### src/rtl/seg7_scan_driver.sv
// Multiplexed seven-segment driver: shadowed hex digits are decoded and scanned
// one slot per digit onto a shared segment bus, with dead time between slots.
module seg7_scan_driver #(
    parameter int NUM_DIGITS     = 4,
    parameter int SCAN_DIV       = 50000,
    parameter int BLANK_CYCLES   = 2,
    parameter bit SEG_ACTIVE_LOW = 1'b0,
    parameter bit DIG_ACTIVE_LOW = 1'b1,
    localparam int IDX_W = (NUM_DIGITS > 1) ? $clog2(NUM_DIGITS) : 1
) (
    input  logic                    clk,
    input  logic                    rst_n,
    input  logic [4*NUM_DIGITS-1:0] digits_in,
    input  logic [NUM_DIGITS-1:0]   dp_in,
    input  logic [NUM_DIGITS-1:0]   blank_in,
    input  logic                    lzb_en,
    input  logic                    load,
    output logic [7:0]              seg_out,
    output logic [NUM_DIGITS-1:0]   dig_sel,
    output logic [IDX_W-1:0]        scan_idx
);

    localparam int                DIV_W    = (SCAN_DIV > 1) ? $clog2(SCAN_DIV) : 1;
    localparam logic [DIV_W-1:0]  DIV_LAST = DIV_W'(SCAN_DIV - 1);
    localparam logic [IDX_W-1:0]  IDX_LAST = IDX_W'(NUM_DIGITS - 1);
    localparam logic [31:0]       BLANK_U  = 32'(BLANK_CYCLES);

    logic [DIV_W-1:0]        div_cnt_q, div_cnt_d;
    logic [IDX_W-1:0]        scan_idx_q, scan_idx_d;
    logic [4*NUM_DIGITS-1:0] digits_q, digits_d;
    logic [NUM_DIGITS-1:0]   dp_q, dp_d;
    logic [NUM_DIGITS-1:0]   blank_q, blank_d;
    logic [7:0]              seg_q, seg_d;
    logic [NUM_DIGITS-1:0]   dig_q, dig_d;

    function automatic logic [7:0] decode(input logic [3:0] nib);
        logic [7:0] pat;
        case (nib)
            4'h0: pat = 8'hFC;
            4'h1: pat = 8'h60;
            4'h2: pat = 8'hDA;
            4'h3: pat = 8'hF2;
            4'h4: pat = 8'h66;
            4'h5: pat = 8'hB6;
            4'h6: pat = 8'hBE;
            4'h7: pat = 8'hE0;
            4'h8: pat = 8'hFE;
            4'h9: pat = 8'hF6;
            4'hA: pat = 8'hEE;
            4'hB: pat = 8'h3E;
            4'hC: pat = 8'h1A;
            4'hD: pat = 8'h7A;
            4'hE: pat = 8'h9E;
            default: pat = 8'h8E;
        endcase
        return pat;
    endfunction

    // State register: scan counters, shadow data and registered pin outputs.
    always_ff @(posedge clk) begin
        if (!rst_n) begin
            div_cnt_q  <= '0;
            scan_idx_q <= '0;
            digits_q   <= '0;
            dp_q       <= '0;
            blank_q    <= '0;
            seg_q      <= {8{SEG_ACTIVE_LOW}};
            dig_q      <= {NUM_DIGITS{DIG_ACTIVE_LOW}};
        end else begin
            div_cnt_q  <= div_cnt_d;
            scan_idx_q <= scan_idx_d;
            digits_q   <= digits_d;
            dp_q       <= dp_d;
            blank_q    <= blank_d;
            seg_q      <= seg_d;
            dig_q      <= dig_d;
        end
    end

    always_comb begin
        div_cnt_d  = div_cnt_q + DIV_W'(1);
        scan_idx_d = scan_idx_q;
        if (div_cnt_q == DIV_LAST) begin
            div_cnt_d  = '0;
            scan_idx_d = (scan_idx_q == IDX_LAST) ? '0 : scan_idx_q + IDX_W'(1);
        end
        digits_d = load ? digits_in : digits_q;
        dp_d     = load ? dp_in     : dp_q;
        blank_d  = load ? blank_in  : blank_q;
    end

    logic [NUM_DIGITS-1:0] lz_vec;
    logic                  zero_above;
    logic [3:0]            cur_nib;
    logic                  cur_dp, cur_blank, cur_lz, dead;
    logic [7:0]            seg_raw;
    logic [NUM_DIGITS-1:0] dig_raw;

    always_comb begin
        lz_vec     = '0;
        zero_above = 1'b1;
        cur_nib    = '0;
        cur_dp     = 1'b0;
        cur_blank  = 1'b0;
        cur_lz     = 1'b0;
        dig_raw    = '0;
        // A digit is a leading zero when it and every more significant digit are zero.
        for (int i = NUM_DIGITS - 1; i >= 0; i--) begin
            zero_above = zero_above && (digits_q[4*i +: 4] == 4'h0);
            lz_vec[i]  = zero_above && (i != 0);
        end
        for (int i = 0; i < NUM_DIGITS; i++) begin
            if (scan_idx_q == IDX_W'(i)) begin
                cur_nib    = digits_q[4*i +: 4];
                cur_dp     = dp_q[i];
                cur_blank  = blank_q[i];
                cur_lz     = lz_vec[i];
                dig_raw[i] = 1'b1;
            end
        end
        dead    = {{(32-DIV_W){1'b0}}, div_cnt_q} < BLANK_U;
        seg_raw = decode(cur_nib);
        if (lzb_en && cur_lz) seg_raw[7:1] = '0;
        seg_raw[0] = cur_dp;
        if (cur_blank) seg_raw = '0;
        if (dead) begin
            seg_raw = '0;
            dig_raw = '0;
        end
        seg_d = seg_raw ^ {8{SEG_ACTIVE_LOW}};
        dig_d = dig_raw ^ {NUM_DIGITS{DIG_ACTIVE_LOW}};
    end

    assign seg_out  = seg_q;
    assign dig_sel  = dig_q;
    assign scan_idx = scan_idx_q;

endmodule

### config.mk
export PLATFORM = sky130hd
export DESIGN_NAME = seg7_scan_driver
export DESIGN_NICKNAME = d
export VERILOG_FILES = /design/src/rtl/seg7_scan_driver.sv
export SDC_FILE = /design/constraint.sdc
export NUM_CORES = 1
export LEC_CHECK = 0
export ABC_AREA = 0
export CELL_PAD_IN_SITES_DETAIL_PLACEMENT = 1
export CELL_PAD_IN_SITES_GLOBAL_PLACEMENT = 2
export CORE_ASPECT_RATIO = 1.2
export CORE_MARGIN = 2
export CORE_UTILIZATION = 30
export CTS_CLUSTER_DIAMETER = 60
export CTS_CLUSTER_SIZE = 10
export DETAILED_ROUTE_END_ITERATION = 7
export GPL_TIMING_DRIVEN = 0
export PLACE_DENSITY_LB_ADDON = 0.1
export SYNTH_ARGS = -nofsm -noshare
export SYNTH_HDL_FRONTEND = slang
export SYNTH_SLANG_ARGS = --single-unit
export TNS_END_PERCENT = 30
### constraint.sdc
create_clock -name clk -period 3.6 [get_ports clk]
set_input_delay 0.54 -clock clk [delete_from_list [all_inputs] [get_ports clk]]
set_output_delay 0.54 -clock clk [all_outputs]
set_load 0.02 [all_outputs]
==> impl_metrics.json, run 1 <==
{
  "pwr-share-comb_pct": 12.6,
  "min_period_ns": 2.77,
  "area_growth_pct": 25.3,
  "drc": 0,
  "routed_via_density": 4.85,
  "worst_pin_slew_ns": 0.747,
  "num_io_pins": 42,
  "die_h_um": 103,
  "critPathTopFamily": "compound AO/OA/AOI/OAI gates",
  "numCtsBuffers": 5,
  "globalplace.congestion": 0.750,
  "cts_tree": "built",
  "post-route-period-util_pct": 76.8,
  "first_pass_iters": 3,
  "drtIter0Drc": 104,
  "clock_latency_ns": 0.30,
  "antenna_found_initial": 0,
  "synth_area_per_cell_um2": 9.40,
  "path_cells": "ha_1 -> buf_2 -> clkbuf_2 -> nor3b_1 -> a221oi_1 -> inv_1 -> ha_1 -> mux2i_1 -> nor2_1 -> a211oi_1",
  "synth-main-ff-cell": "dfxtp_1",
  "cts.path.max_buffers": 2,
  "grt-ovfl-total": 0,
  "cts_setup_buffers": 0,
  "p_sw_share_pct": 23.5,
  "hp-class": "reg -> reg",
  "grt_start_max_net_pins": 16,
  "clock-sinks": 54,
  "crit_buf_inv": 3,
  "critPathMaxFanout": 10,
  "grt_pass1_wl_mm": 10.2,
  "synth_cells": 263,
  "slew_headroom_pct": 50.2,
  "ant_nets": 0,
  "start_kind": "flip-flop",
  "fin_nets": 350,
  "crit_required_ns": 3.82,
  "avgRoutedWirePerCell_um": 15.0,
  "row_count": 36,
  "die_w_um": 86.9,
  "fp.dieArea_um2": 8990,
  "wl_mm": 6.11,
  "start_util_pct": 30.7,
  "drive_above_1_share_pct": 7.07,
  "antenna_cells": 0,
  "grt_pass1_vias": 2050,
  "worst_path_most_repeated_cell": "ha_1",
  "slew_viol_final": 0,
  "synth_edf_count": 0,
  "power_leakage_nw": 1.27,
  "final_cell_area_um2": 3100,
  "slowest_stage": "a221oi_1",
  "htree_levels": 2,
  "setup_viol": 0,
  "p_int_mw": 0.908,
  "worstSetupEndpointType": "flip-flop",
  "worstHoldStart": "div_cnt_q[0]$_SDFF_PP0_",
  "irDropWorstVdd_v": 0.000162,
  "io_buffers": 40,
  "crit_type": "reg -> reg",
  "ctsHoldBuffers": 0,
  "final_hold_viol_count": 0,
  "rsz0062_at_grt": "false",
  "placed_cell_area_um2": 2990,
  "p_per_area_nw_per_um2": 383,
  "core_um2": 8060,
  "ys_seq_elements": 54,
  "ctsRootBufferMaster": "clkbuf_8",
  "fin_setup_tns_ns": 0,
  "startpoint": "scan_idx[0]$_SDFFE_PN0P_",
  "critPathArrivalTime_ns": 2.98,
  "p_seq_share_pct": 53.8,
  "ys_types": 41,
  "r2r-start": "scan_idx[0]$_SDFFE_PN0P_",
  "clk_pin_slew_ns": 0.09,
  "run_status": "finished, final reports clean",
  "power_switching_mw": 0.279,
  "slowest_delay_ns": 0.59,
  "cap_violations": 0,
  "cts_resized": 0,
  "fmax_mhz": 362,
  "grt_use_total_pct": 14.7,
  "hpwl_mm": 4.68,
  "fin_skew_ns": 0.00722,
  "yosys_warnings": 0,
  "synth_area_um2": 2470,
  "async_flop_share_pct": 0,
  "num-fill-cells": 919,
  "synth_nets": 303,
  "num_vias": 1968,
  "yosysSeqAreaShare_pct": 43.7,
  "clock_power_share_pct": 33.6
}
-- final timing paths --
| path | end | slack [ns] | cells after the start |
|---|---|---|---|
| worst min-delay path | div_cnt_q[0]$_SDFF_PP0_ | 0.48 | 1 |
| worst max-delay path | seg_out[7]$_SDFF_PP0_ | 0.83 | 10 |
| worst max register to register | seg_out[7]$_SDFF_PP0_ | 0.83 | 10 |
| worst min register to register | div_cnt_q[0]$_SDFF_PP0_ | 0.48 | 1 |
-- kinds of logic (layout without fill, tap and decap cells) --
| family | count (synthesis) | in the layout | synth area share (%) |
|---|---|---|---|
| XOR/XNOR | 14 | 14 | 4.96 |
| multiplexers | 31 | 31 | 12.6 |
| buffers and inverters | 22 | 70 | 3.69 |
| AND/OR/NAND/NOR | 103 | 103 | 21.2 |
| AO/OA/AOI/OAI | 27 | 27 | 7.84 |
| adder cells (fa/ha/maj) | 12 | 12 | 6.07 |
| flip-flops | 54 | 54 | 43.7 |
-- power by group through the flow --
stage / Combinational (mW) / Clock (mW) / Sequential (mW)
detailed placement: 0.153 / 0 / 0.653
global placement: 0.152 / 0 / 0.653
finish: 0.149 / 0.399 / 0.639
floorplan: 0.0771 / 0 / 0.658
global route: 0.167 / 0.447 / 0.642
CTS: 0.153 / 0.422 / 0.640
-- layer usage --
layer / vias to the layer above / GRT usage (%) / part of all wire (%)
li1: 1009 / - / -
met1: 933 / 16.9 / 43
met2: 20 / 27.4 / 53
met3: 6 / 2.62 / 2.2
met4: 0 / 4.69 / 1.4
met5: - / 0 / 0
-- state kept, by name, summed over array words and instances (netlist names) --
| name | cells |
|---|---|
| div_cnt_q | 16 |
| dig_sel | 4 |
| dp_q | 4 |
| digits_q | 16 |
| blank_q | 4 |
| scan_idx | 2 |
| seg_out | 8 |
-- cell usage after synthesis (3+ instances only) --
master	count	area share (%)
a211oi_1	8	2.4
a21oi_1	7	1.4
and3_1	5	1.3
buf_1	3	0.46
buf_2	6	1.2
dfxtp_1	54	44
ha_1	12	6.1
inv_1	9	1.4
mux2i_1	31	13
nand2_1	13	2.0
nand3_1	6	1.2
nand3b_1	5	1.5
nand4_1	3	0.76
nor2_1	51	7.7
nor3b_1	4	1.2
nor4_1	4	1.0
xnor2_1	4	1.4
xor2_1	10	3.5
-- layout make-up --
| class | count | area [um^2] | share of cell area [%] |
|---|---|---|---|
| Buffer | 12 | 53.8 | 1.74 |
| Timing Repair Buffer | 40 | 400 | 12.9 |
| Multi-Input combinational cell | 187 | 1300 | 42.0 |
| Clock buffer | 7 | 76.3 | 2.46 |
| Clock inverter | 1 | 30.0 | 0.969 |
| Inverter | 10 | 37.5 | 1.21 |
| Tap cell | 95 | 119 | 3.84 |
| Sequential cell | 54 | 1080 | 34.9 |
-- through the flow --
stage | hold slack (ns) | power [mW] | utilization (%) | std cells | worst slack, ns
finish | 0.476 | 1.19 | 38.4 | 406 | 0.835
global placement | 0.449 | 0.805 | 37.1 | 398 | 0.770
detailed placement | 0.458 | 0.806 | 37.1 | 398 | 0.761
CTS | 0.482 | 1.21 | 38.4 | 406 | 0.737
floorplan | 0.426 | 0.735 | - | 263 | 1.12
global route | 0.520 | 1.26 | 38.4 | 406 | 0.382
-- layout by cell type (no fill, tap or decap), types with 2 or more instances in the layout --
| master | Yosys | final |
|---|---|---|
| nand3_1 | 6 | 6 |
| buf_1 | 3 | 3 |
| and3_1 | 5 | 5 |
| clkbuf_8 | 0 | 5 |
| xor2_1 | 10 | 10 |
| buf_2 | 6 | 6 |
| ha_1 | 12 | 12 |
| nor3_1 | 2 | 2 |
| inv_1 | 9 | 9 |
| and4_2 | 2 | 2 |
| nor3b_1 | 4 | 4 |
| a21oi_1 | 7 | 7 |
| nor2_1 | 51 | 51 |
| nand4_1 | 3 | 3 |
| dfxtp_1 | 54 | 54 |
| o21ai_0 | 2 | 2 |
| nand3b_1 | 5 | 5 |
| nand2_1 | 13 | 13 |
| xnor2_1 | 4 | 4 |
| mux2i_1 | 31 | 31 |
| a221oi_1 | 2 | 2 |
| a211oi_1 | 8 | 8 |
| clkdlybuf4s50_1 | 0 | 40 |
| clkbuf_1 | 2 | 4 |
| nor4_1 | 4 | 4 |
Note: power is estimated with default switching activity, not from simulation.
==> run 2, diff against run 1 <==
==> constraint.sdc (replaced) <==
create_clock -name clk -period 2.6 [get_ports clk]
set_input_delay 0.39 -clock clk [delete_from_list [all_inputs] [get_ports clk]]
set_output_delay 0.39 -clock clk [all_outputs]
set_load 0.02 [all_outputs]
==> run 2 against run 1 <==
Worst hold slack hardly changed. Fmax is 17% higher. Die area did not move. Final area rose by 1.1%. Global-route usage increased by 0.083 points. Flip-flop and latch count unchanged. Worst setup slack lost 0.59 ns. Core utilization grew 0.40 points. Critical path depth did not move. Combinational power is 42% higher.
==> impl_metrics.json, run 2 (synthesis results as in run 1) <==
{
  "run_status": "finished, final reports clean",
  "met1_usage_pct": 16.9,
  "die_w_um": 86.9,
  "fin_cells": 409,
  "fmax_mhz": 425,
  "ctsRootBufferMaster": "clkbuf_8",
  "placed_cell_area_um2": 2990,
  "cts.path.max_buffers": 2,
  "top_usage_layer": "met2",
  "start_kind": "flip-flop",
  "worstSetupEndpointType": "flip-flop",
  "cap_violations": 0,
  "numCtsBuffers": 5,
  "antenna_cells": 0,
  "met2_usage_pct": 27.7,
  "fin_skew_ns": 0.00718,
  "clock_latency_ns": 0.30,
  "use_met3_pct": 2.62,
  "crit_type": "reg -> reg",
  "num_io_pins": 42,
  "min_period_ns": 2.35,
  "ctsHoldBuffers": 0,
  "hp-class": "reg -> reg",
  "drc": 0,
  "slew_viol_final": 0,
  "drtIter0Drc": 104,
  "clk_pin_slew_ns": 0.09,
  "p_per_area_nw_per_um2": 527,
  "grt_start_max_net_pins": 16,
  "dp.cells": 398,
  "utilization_pct": 38.8,
  "worst_pin_slew_ns": 0.747,
  "row_count": 36,
  "final_hold_viol_count": 0,
  "fp.dieArea_um2": 8990,
  "hpwl_mm": 4.68,
  "crit_required_ns": 2.77,
  "cts_tree": "built",
  "final_cell_area_um2": 3130,
  "first_pass_iters": 3,
  "grt-ovfl-total": 0,
  "grt_pass1_wl_mm": 10.2,
  "final_common_cell": "dfxtp_1",
  "routed_via_density": 4.83,
  "power_leakage_nw": 1.29,
  "start_util_pct": 30.7,
  "rsz0062_at_grt": "false",
  "htree_levels": 2,
  "num_vias": 1975,
  "critPathArrivalTime_ns": 2.53,
  "grt_pass1_vias": 2059,
  "critPathMaxFanout": 10,
  "irDropWorstVdd_v": 0.000225,
  "wl_mm": 6.13,
  "final_cell_mix": "dfxtp_1, nor2_1, clkdlybuf4s50_1, mux2i_1, nand2_1",
  "post-route-period-util_pct": 90.5,
  "grt_use_total_pct": 14.8,
  "ant_nets": 0,
  "globalplace.congestion": 0.750,
  "io_buffers": 40,
  "slew_headroom_pct": 50.2,
  "fin_total_pwr_mw": 1.65,
  "avgRoutedWirePerCell_um": 15.0,
  "antenna_found_initial": 0,
  "setup_viol": 0,
  "die_h_um": 103,
  "core_um2": 8060,
  "fin_nets": 353,
  "area_growth_pct": 26.6,
  "drive_above_1_share_pct": 9.24,
  "clock-sinks": 54
}
## run 2: final cells by class
type	instances	area, um^2
plain buffers	12	53.8
clock buffers	7	76.3
clock inverters	1	30.0
fillers	920	4930
inverters	10	37.5
multi-input cells	187	1310
flip-flops and latches	54	1080
well taps	95	119
repair buffers	43	423
## run 2: critical path, cell delays in order (launching register included)
cell and delay [ns]:
dfxtp_2 0.38, inv_1 0.08, ha_1 0.23, buf_2 0.20
nand3b_1 0.18, a221o_2 0.43, inv_1 0.18, ha_1 0.25
mux2i_1 0.09, mux2i_1 0.16, nor2_1 0.06
## run 2: per-layer routing
layer	vias to the layer above	routed length (um)
met5	-	0
met4	0	86
met3	6	136
met2	20	3290
met1	939	2620
li1	1010	-
## run 2: power breakdown
part           switching (mW)  internal [mW]
combinational           0.102          0.110
sequential             0.0219          0.863
clock                   0.265          0.289
total                   0.388           1.26
## run 2: timing repair
| item | CTS | global route |
|---|---|---|
| setup buffers | 0 | 3 |
| setup endpoints to repair | 5 | 7 |
| resized for setup | 1 | 3 |
| hold endpoints to repair | 0 | 0 |
## run 2: path summary, 6_finish.rpt
check / startpoint / end / slack [ns] / cells past startpoint
worst max-delay path: scan_idx[1]$_SDFFE_PN0P_ / seg_out[4]$_SDFF_PP0_ / 0.25 / 10
worst min-delay path: div_cnt_q[0]$_SDFF_PP0_ / div_cnt_q[0]$_SDFF_PP0_ / 0.48 / 1
worst max register to register: scan_idx[1]$_SDFFE_PN0P_ / seg_out[4]$_SDFF_PP0_ / 0.25 / 10
worst min register to register: div_cnt_q[0]$_SDFF_PP0_ / div_cnt_q[0]$_SDFF_PP0_ / 0.48 / 1
## run 2: stage by stage
stage	setup slack [ns]	setup TNS, ns	hold slack, ns
2_1_floorplan	0.117	0	0.426
3_3_place_gp	-0.230	-0.587	0.449
3_5_place_dp	-0.239	-0.668	0.458
4_1_cts	0.00466	0	0.482
5_1_grt	0.00365	0	0.520
6_report	0.246	0	0.476
